<file path="src/rtl/network_pkg.sv">
// Types and constants shared by the network controller and its flash fetch path.
package network_pkg;

  typedef enum logic [1:0] {
    IDLE   = 2'd0,
    ACC_HI = 2'd1,
    ACC_LO = 2'd2,
    DONE   = 2'd3
  } flash_rd_state_t;

  // Bytes fetched per weight/bias word.
  localparam int FLASH_WORD_BYTES  = 2;
  // Cycle at which networkController samples the fetched word.
  localparam int FLASH_WAIT_WINDOW = 11;

endpackage

</file>
<file path="src/rtl/flex_counter.sv">
// Generic up-counter with synchronous clear and terminal-count rollover.
// rollover_flag is high during the enabled cycle whose edge brings the
// count to rollover_val, so it can be used directly as a "last cycle" strobe.
// The count wraps to zero on that same edge.
module flex_counter #(
  parameter int NUM_CNT_BITS = 4
) (
  input  logic                    clk,
  input  logic                    n_rst,
  input  logic                    clear,
  input  logic                    count_enable,
  input  logic [NUM_CNT_BITS-1:0] rollover_val,
  output logic [NUM_CNT_BITS-1:0] count_out,
  output logic                    rollover_flag
);

  logic [NUM_CNT_BITS-1:0] w_count_inc;

  assign w_count_inc   = count_out + 1'b1;
  assign rollover_flag = count_enable && (w_count_inc == rollover_val);

  // Count register: clear wins, then count and wrap at the terminal value.
  always_ff @(posedge clk or negedge n_rst) begin
    if (!n_rst) begin
      count_out <= '0;
    end else if (clear) begin
      count_out <= '0;
    end else if (count_enable) begin
      count_out <= rollover_flag ? '0 : w_count_inc;
    end
  end

endmodule

</file>
<file path="src/rtl/flash_word_reader.sv">
// Fetches one big-endian 16-bit word from an 8-bit asynchronous parallel
// flash as two timed byte reads, for the network controller.
//
//   state  | meaning
//   IDLE   | waiting for flash_ready; flash deselected
//   ACC_HI | CE/OE low, byte address {word,0}; capture high byte on last cycle
//   ACC_LO | CE/OE low, byte address {word,1}; assemble word on last cycle
//   DONE   | data_valid pulse, flash deselected for one recovery cycle
module flash_word_reader
  import network_pkg::*;
#(
  parameter int ACCESS_CYCLES = 3
) (
  input  logic        clk,
  input  logic        n_rst,
  input  logic        flash_ready,
  input  logic [15:0] flash_address,
  output logic [15:0] flashData_out,
  output logic        data_valid,
  output logic        busy,
  output logic        req_overrun,
  output logic [16:0] fl_addr,
  output logic        fl_ce_n,
  output logic        fl_oe_n,
  input  logic [7:0]  fl_data
);

  localparam logic [2:0] ROLL_VAL = 3'(ACCESS_CYCLES);

  // Access time must fit the counter and leave the whole read inside the
  // controller's sampling window.
  if (ACCESS_CYCLES < 1 || ACCESS_CYCLES > 4) begin : g_bad_access_cycles
    $error("flash_word_reader: ACCESS_CYCLES must be in 1..4");
  end
  if (FLASH_WORD_BYTES * ACCESS_CYCLES + 1 >= FLASH_WAIT_WINDOW) begin : g_bad_window
    $error("flash_word_reader: read latency exceeds controller wait window");
  end

  flash_rd_state_t r_state;
  flash_rd_state_t w_next_state;
  logic [15:0]     r_addr_q;
  logic [7:0]      r_hi_q;
  logic [15:0]     w_addr_next;
  logic [2:0]      w_wait_cnt;
  logic            w_last_cycle;
  logic            w_accept;
  logic            w_cnt_clear;
  logic            w_cnt_en;
  logic            w_access_next;

  assign w_accept    = (r_state == IDLE) && flash_ready;
  assign w_cnt_en    = (r_state == ACC_HI) || (r_state == ACC_LO);
  assign w_cnt_clear = w_accept || ((r_state == ACC_HI) && w_last_cycle);
  assign w_addr_next = w_accept ? flash_address : r_addr_q;

  assign busy       = (r_state != IDLE);
  assign data_valid = (r_state == DONE);

  flex_counter #(
    .NUM_CNT_BITS (3)
  ) u_wait_cnt (
    .clk           (clk),
    .n_rst         (n_rst),
    .clear         (w_cnt_clear),
    .count_enable  (w_cnt_en),
    .rollover_val  (ROLL_VAL),
    .count_out     (w_wait_cnt),
    .rollover_flag (w_last_cycle)
  );

  // Next-state decode; the wait counter strobe ends each byte access.
  always_comb begin
    w_next_state = r_state;
    case (r_state)
      IDLE:    if (flash_ready)  w_next_state = ACC_HI;
      ACC_HI:  if (w_last_cycle) w_next_state = ACC_LO;
      ACC_LO:  if (w_last_cycle) w_next_state = DONE;
      DONE:                      w_next_state = IDLE;
      default:                   w_next_state = IDLE;
    endcase
  end

  assign w_access_next = (w_next_state == ACC_HI) || (w_next_state == ACC_LO);

  // State register.
  always_ff @(posedge clk or negedge n_rst) begin
    if (!n_rst) begin
      r_state <= IDLE;
    end else begin
      r_state <= w_next_state;
    end
  end

  // Request latch, byte capture, word assembly and the sticky overrun flag.
  always_ff @(posedge clk or negedge n_rst) begin
    if (!n_rst) begin
      r_addr_q      <= '0;
      r_hi_q        <= '0;
      flashData_out <= '0;
      req_overrun   <= 1'b0;
    end else begin
      if (w_accept) begin
        r_addr_q <= flash_address;
      end
      if ((r_state == ACC_HI) && w_last_cycle) begin
        r_hi_q <= fl_data;
      end
      if ((r_state == ACC_LO) && w_last_cycle) begin
        flashData_out <= {r_hi_q, fl_data};
      end
      if (flash_ready && (r_state != IDLE)) begin
        req_overrun <= 1'b1;
      end
    end
  end

  // Flash pins registered from the next state so they never glitch.
  // The address holds its last value while the flash is deselected.
  always_ff @(posedge clk or negedge n_rst) begin
    if (!n_rst) begin
      fl_addr <= '0;
      fl_ce_n <= 1'b1;
      fl_oe_n <= 1'b1;
    end else begin
      fl_ce_n <= !w_access_next;
      fl_oe_n <= !w_access_next;
      if (w_next_state == ACC_HI) begin
        fl_addr <= {w_addr_next, 1'b0};
      end else if (w_next_state == ACC_LO) begin
        fl_addr <= {r_addr_q, 1'b1};
      end
    end
  end

  // The wait counter only runs during byte accesses, so it rests at zero in IDLE.
  always_ff @(posedge clk) begin
    if (n_rst && (r_state == IDLE)) begin
      assert (w_wait_cnt == 3'd0);
    end
  end

endmodule

</file>
<file path="config.mk">
export PLATFORM = sky130hd
export DESIGN_NAME = flash_word_reader
export DESIGN_NICKNAME = d
export VERILOG_FILES = /design/src/rtl/network_pkg.sv /design/src/rtl/flex_counter.sv /design/src/rtl/flash_word_reader.sv
export SDC_FILE = /design/constraint.sdc
export NUM_CORES = 1
export LEC_CHECK = 0
export ABC_AREA = 1
export BUFFER_PORTS_ARGS = -buffer_cell sky130_fd_sc_hd__buf_2
export CORE_AREA = 4 4 91 93
export CTS_CLUSTER_DIAMETER = 150
export DETAILED_ROUTE_END_ITERATION = 16
export DIE_AREA = 0 0 95 97
export HOLD_SLACK_MARGIN = 0.1
export PLACE_DENSITY_LB_ADDON = 0.05
export SLEW_MARGIN = 0
export SYNTH_ARGS = -nofsm -noshare
export SYNTH_HDL_FRONTEND = slang
export SYNTH_SLANG_ARGS = --single-unit
</file>
<file path="constraint.sdc">
create_clock -name clk -period 6.27 [get_ports clk]
set_clock_uncertainty 0.1 [all_clocks]
set_input_delay 0 -clock clk [delete_from_list [all_inputs] [get_ports clk]]
set_output_delay 0 -clock clk [all_outputs]
set_load 0.01 [all_outputs]
</file>
# Yosys cells after proc, flatten, opt, wreduce, memory -nomap -nowiden
# Cells that the tools add are included.
[op_classes]
reduce_logical = 13
addsub = 1
n_eq_ne = 6
n_mux = 10
[ops]
columns = ["cell", "count"]
rows = [
  ["17-bit two-way mux", 2],
  ["16-bit two-way mux", 1],
  ["3-bit two-way mux", 3],
  ["2-bit case mux with 4 select lines", 1],
  ["2-bit == test (second input constant)", 3],
  ["2-bit two-way mux", 3],
  ["2-bit nonzero test", 3],
  ["1-bit logical AND", 5],
  ["2-bit by 1-bit == test with 1-bit output (second input constant)", 2],
  ["3-bit by 1-bit adder with 3-bit output (second input constant)", 1],
  ["3-bit by 2-bit == test with 1-bit output (second input constant)", 1],
  ["1-bit logical OR", 3],
  ["2-bit logical NOT", 1],
  ["1-bit logical NOT", 1],
]
[word_totals]
in_bits = 27
wordCells = 38
regBits = 64

# Longest topological paths before layout
[logic_depth]
ltp_word = 8
depth_mapped = 15
mapped_depth_nobuf = 13

# Cells and area by module
# From an unflattened synthesis, not the netlist that was laid out.
[unflattened]
hier_cells = 348
area_unflattened_um2 = 3030.4
[by_module_without_submodules]
columns = ["module", "cells_per_inst", "area_per_inst_um2", "instances"]
rows = [
  ["flash_word_reader", 311, 2793.9, 1],
  ["flex_counter", 37, 236.5, 1],
]

# Worst setup path before layout
# Ideal clock, no wire load.
[synth_timing]
kind = "register to register"
start = "reg r_state[0]"
end = "reg fl_addr[10]"
required_ps = 6051
period_less_slack_ps = 1995
arrival_time_ps = 1776
setup_ps = 119
slack_ps = 4275
stages_incl_launch_ff = 15
path_cell_list = "dfrtp_1 > inv_1 > ha_1 > nand2_1 > clkinv_2 > nand3_2 > nand2_1 > nand2_1 > nand2_2 > buf_6 > nand2_8 > buf_6 > nor2_1 > nor2_1 > nand2_1"
[synth_between]
elab_chain_cells = 7
word_cells_on_any_way = 16
cone_classes = "eq/ne: 5; mux: 6; reduce/logical: 5"
[synth_rtl]
columns = ["item", "line", "rtl"]
rows = [
  ["start: declaration", "flash_word_reader.sv:39", "flash_rd_state_t r_state;"],
  ["start signal: assignment", "flash_word_reader.sv:90", "r_state <= w_next_state;"],
  ["2-bit by 1-bit == test with 1-bit output / 2-bit == test (equally long branches)", "flash_word_reader.sv:52, flash_word_reader.sv:74", ""],
  ["1-bit logical OR", "flash_word_reader.sv:52", "assign w_cnt_en = (r_state == ACC_HI) || (r_state == ACC_LO);"],
  ["1-bit logical AND", "flex_counter.sv:20", "assign rollover_flag = count_enable && (w_count_inc == rollover_val);"],
  ["2-bit two-way mux, on equally long branches", "flash_word_reader.sv:77, flash_word_reader.sv:76", ""],
  ["2-bit case mux with 4 select lines", "flash_word_reader.sv:74", "case (r_state)"],
  ["2-bit by 1-bit == test with 1-bit output / 2-bit == test (equally long branches)", "flash_word_reader.sv:127, flash_word_reader.sv:129", ""],
  ["17-bit two-way mux / 2-bit nonzero test (equally long branches)", "-", ""],
  ["end signal: assignment", "flash_word_reader.sv:128", "fl_addr <= {w_addr_next, 1'b0};"],
  ["end signal: assignment", "flash_word_reader.sv:130", "fl_addr <= {r_addr_q, 1'b1};"],
  ["end: declaration", "flash_word_reader.sv:22", "output logic [16:0] fl_addr,"],
]
# Parallel ways exist; a longest one is shown, timed or not.
# A chain may end at the register's enable or synchronous reset.

# Worst setup path after layout
[layout_timing]
start = "reg r_state[0]"
end = "reg fl_addr[4]"
# The elaborated chain is that of the path after synthesis.

==> results.py <==
metrics = {
    "detailed_routing": {
        "avgRoutedWirePerCell_um": 11.3,
        "detailedRoute.firstPassIterationCount": 4,
        "via_count": 2337,
        "drtAntennaViolNets": 0,
        "drt_wl_total_um": 6160,
        "drt_iter0_drc": 68,
        "detail_route.drc_violations": 0,
        "routed_via_density": 4.29,
    },
    "cells_and_area": {
        "fill_cells": 761,
        "design.final.nets": 472,
        "insertedDiodeCount": 0,
        "share_of_layout_cells_above_drive_strength_1": 0.212,
        "final-seq-area_um2": 1600,
        "multiInputGateArea_um2": 1040,
        "layout_common_cells": "sky130_fd_sc_hd__nand2_1 (126), sky130_fd_sc_hd__buf_2 (64), sky130_fd_sc_hd__dfrtp_1 (63), sky130_fd_sc_hd__inv_1 (46), sky130_fd_sc_hd__nor2_1 (34)",
        "layout.cells.most_common": "sky130_fd_sc_hd__nand2_1",
        "final_util": 0.502,
        "syn_to_final_growth_pct": 29.2,
    },
    "sta": {
        "min_period_over_period": 0.442,
        "finalWorstPathRequiredPeriod_ns": 2.77,
        "pins_over_their_slew_limit": 0,
        "setup_viol_count_final": 0,
        "finalHoldViolCount": 0,
        "max_slew_headroom": 0.294,
        "fin_setup_tns_ns": 0,
        "fmax_ghz": 0.361,
        "unrepaired_setup_endpoints_after_global_routing": "no",
        "worst_pin_slew_ns": 1.06,
    },
    "synth": {
        "synth.distinct_cells": 23,
        "synth.cell_area_um2": 2920,
        "synth_seq_area_share": 0.548,
        "postSynthCellCount": 349,
        "synth.avg_cell_area_um2": 8.38,
        "synth_fp_nets": 383,
        "synth_seq_cells": 64,
        "ys.warnings.count": 0,
    },
    "setup_path": {
        "cp-endpoint": "fl_addr[4]$_DFFE_PN0P_",
        "timing.critical_path.required_ns": 6.44,
        "worst-endpoint-arrival_ns": 2.94,
        "timing.critical_path.to_type": "register",
        "r2r.worst_path.cells": 12,
        "start_kind": "register",
        "cp-startpoint": "r_state[0]$_DFF_PN0_",
        "cp_max_fo": 20,
        "reg2reg_from": "r_state[0]$_DFF_PN0_",
        "critical_path_class": "reg2reg",
        "destination_of_the_worst_register_to_register_timing_path": "fl_addr[4]$_DFFE_PN0P_",
        "rrSetupSlack_ns": 3.50,
    },
    "floorplan": {
        "num_rows": 32,
        "top_level_ports": 65,
        "fp.dieArea_um2": 9220,
        "die-height_um": 97,
        "fp.coreArea_um2": 7530,
        "horizontal_extent_of_the_die_um": 95,
        "initial_core_util": 0.388,
    },
    "power": {
        "static-leakage-power_nw": 2.04,
        "ir_drop_mv": 0.232,
        "power.density_nw_per_um2": 575,
    },
    "cts": {
        "cts_made_buffers": 9,
        "cts.sink_count": 64,
        "tritoncts": "built",
        "clock_latency_ns": 0.33,
        "ctsRootBufferMaster": "sky130_fd_sc_hd__clkbuf_8",
        "h-tree-depth": 3,
        "cts.reportedPaths.clkPinSlew_ns": 0.07,
        "cts-root-to-sink-buffers": 2,
        "post_cts.resized_instances": 0,
    },
    "global_routing": {
        "antenna_found_initial": 0,
        "gr-total-overflow": 0,
        "first_global_vias": 2334,
        "maximum_number_of_pins_on_one_net_before_global_route_repair": 65,
        "grt_first_pass_wirelength_um": 10800,
        "groute.usage.overall": 0.148,
    },
    "status": {
        "run_status": "completed",
    },
    "place": {
        "port_buffers": 64,
        "hpwlAfterDp_um": 4050,
        "place.gp.congestion": 0.700,
    },
    "flow_run": {
        "drv_cap": 0,
    },
    "worst_hold_path": {
        "hold_class": "in2async",
    },
}
==> logic make-up (layout without fill, tap and decap cells) <==
group	after synthesis	in the layout	share of synthesized area
simple gates	191	191	0.281
flops	64	64	0.548
buf+inv	61	155	0.0950
compound gates	26	26	0.0462
fa+ha+maj	7	7	0.0300
==> state kept, by name, summed over array words and instances, names as in the netlist <==
signal	flops
fl_addr	17
flashData_out	16
r_addr_q	16
r_hi_q	8
u_wait_cnt.count_out	3
r_state	2
fl_oe_n	1
req_overrun	1
==> synthesized netlist by cell type, drive strengths merged <==
library cell  number  share of area
o211ai             1         0.0026
clkbuf             4         0.0051
o21ai             24          0.041
nand3              8          0.025
clkinv             2         0.0030
nor2              34          0.044
ha                 7          0.030
nand2            133           0.18
nor3              16          0.027
dfstp              1         0.0090
a21o               1         0.0026
buf                9          0.028
dfrtp             63           0.54
inv               46          0.059
==> critical path: stages, from the launching register on <==
cell and delay, ns:
sky130_fd_sc_hd__dfrtp_1 0.43, sky130_fd_sc_hd__inv_1 0.11, sky130_fd_sc_hd__ha_1 0.37, sky130_fd_sc_hd__nand2_1 0.08
sky130_fd_sc_hd__clkinv_2 0.09, sky130_fd_sc_hd__nand3_2 0.35, sky130_fd_sc_hd__nand2_1 0.16, sky130_fd_sc_hd__nand2_1 0.10
sky130_fd_sc_hd__nand2_2 0.38, sky130_fd_sc_hd__nand2_1 0.17, sky130_fd_sc_hd__nand2_4 0.22, sky130_fd_sc_hd__nand2_1 0.07
sky130_fd_sc_hd__nand2_1 0.07
==> layout make-up <==
class                           count  area share
Clock buffer                       10      0.0338
Clock inverter                      6      0.0285
Inverter                           48      0.0480
Multi-Input combinational cell    224       0.276
Sequential cell                    64       0.424
Tap cell                          102      0.0338
Timing Repair Buffer               91       0.156
==> power breakdown <==
group | total [W] | switching [W] | internal, W
registers | 0.000733 | 0.0000994 | 0.000634
clock network | 0.000421 | 0.000158 | 0.000263
logic | 0.00102 | 0.000658 | 0.000361
total | 0.00217 | 0.000915 | 0.00126
==> per-layer routing <==
layer / track usage / routed length, um / vias up / part of all wire
li1: - / - / 1232 / -
met1: 0.199 / 3020 / 1045 / 0.49
met2: 0.229 / 2770 / 52 / 0.45
met3: 0.0311 / 297 / 8 / 0.048
met4: 0.0599 / 80 / 0 / 0.013
met5: 0 / 0 / - / 0
==> stage by stage <==
step	worst slack (ns)	total power [W]	cell area (um^2)	hold WS, ns	cells
after floorplan	4.28	0.00154	2920	-0.396	349
after global placement	3.55	0.00175	3280	0.119	503
after detailed placement	3.48	0.00177	3280	0.117	503
after CTS	3.46	0.00221	3780	0.303	545
after global routing	3.15	0.00240	3780	0.315	545
final	3.50	0.00217	3780	0.272	545
==> repair_timing <==
action | 4_1_cts | 5_1_grt
hold buffers | 26 | 0
endpoints found under the hold margin | 112 | 0
buffers inserted | 0 | 0
==> how the worst min path moves through the flow <==
stage	from	endpoint	slack (ns)
global route	fl_data[6]	flashData_out[6]$_DFFE_PN0P_	0.31
CTS	fl_data[5]	flashData_out[5]$_DFFE_PN0P_	0.30
finish	n_rst	r_hi_q[6]$_DFFE_PN0P_	0.27
global placement	fl_data[6]	flashData_out[6]$_DFFE_PN0P_	0.12
detailed placement	fl_data[0]	flashData_out[0]$_DFFE_PN0P_	0.12
floorplan	n_rst	fl_addr[0]$_DFFE_PN0P_	-0.40
Power figures use the tool's default switching activity.
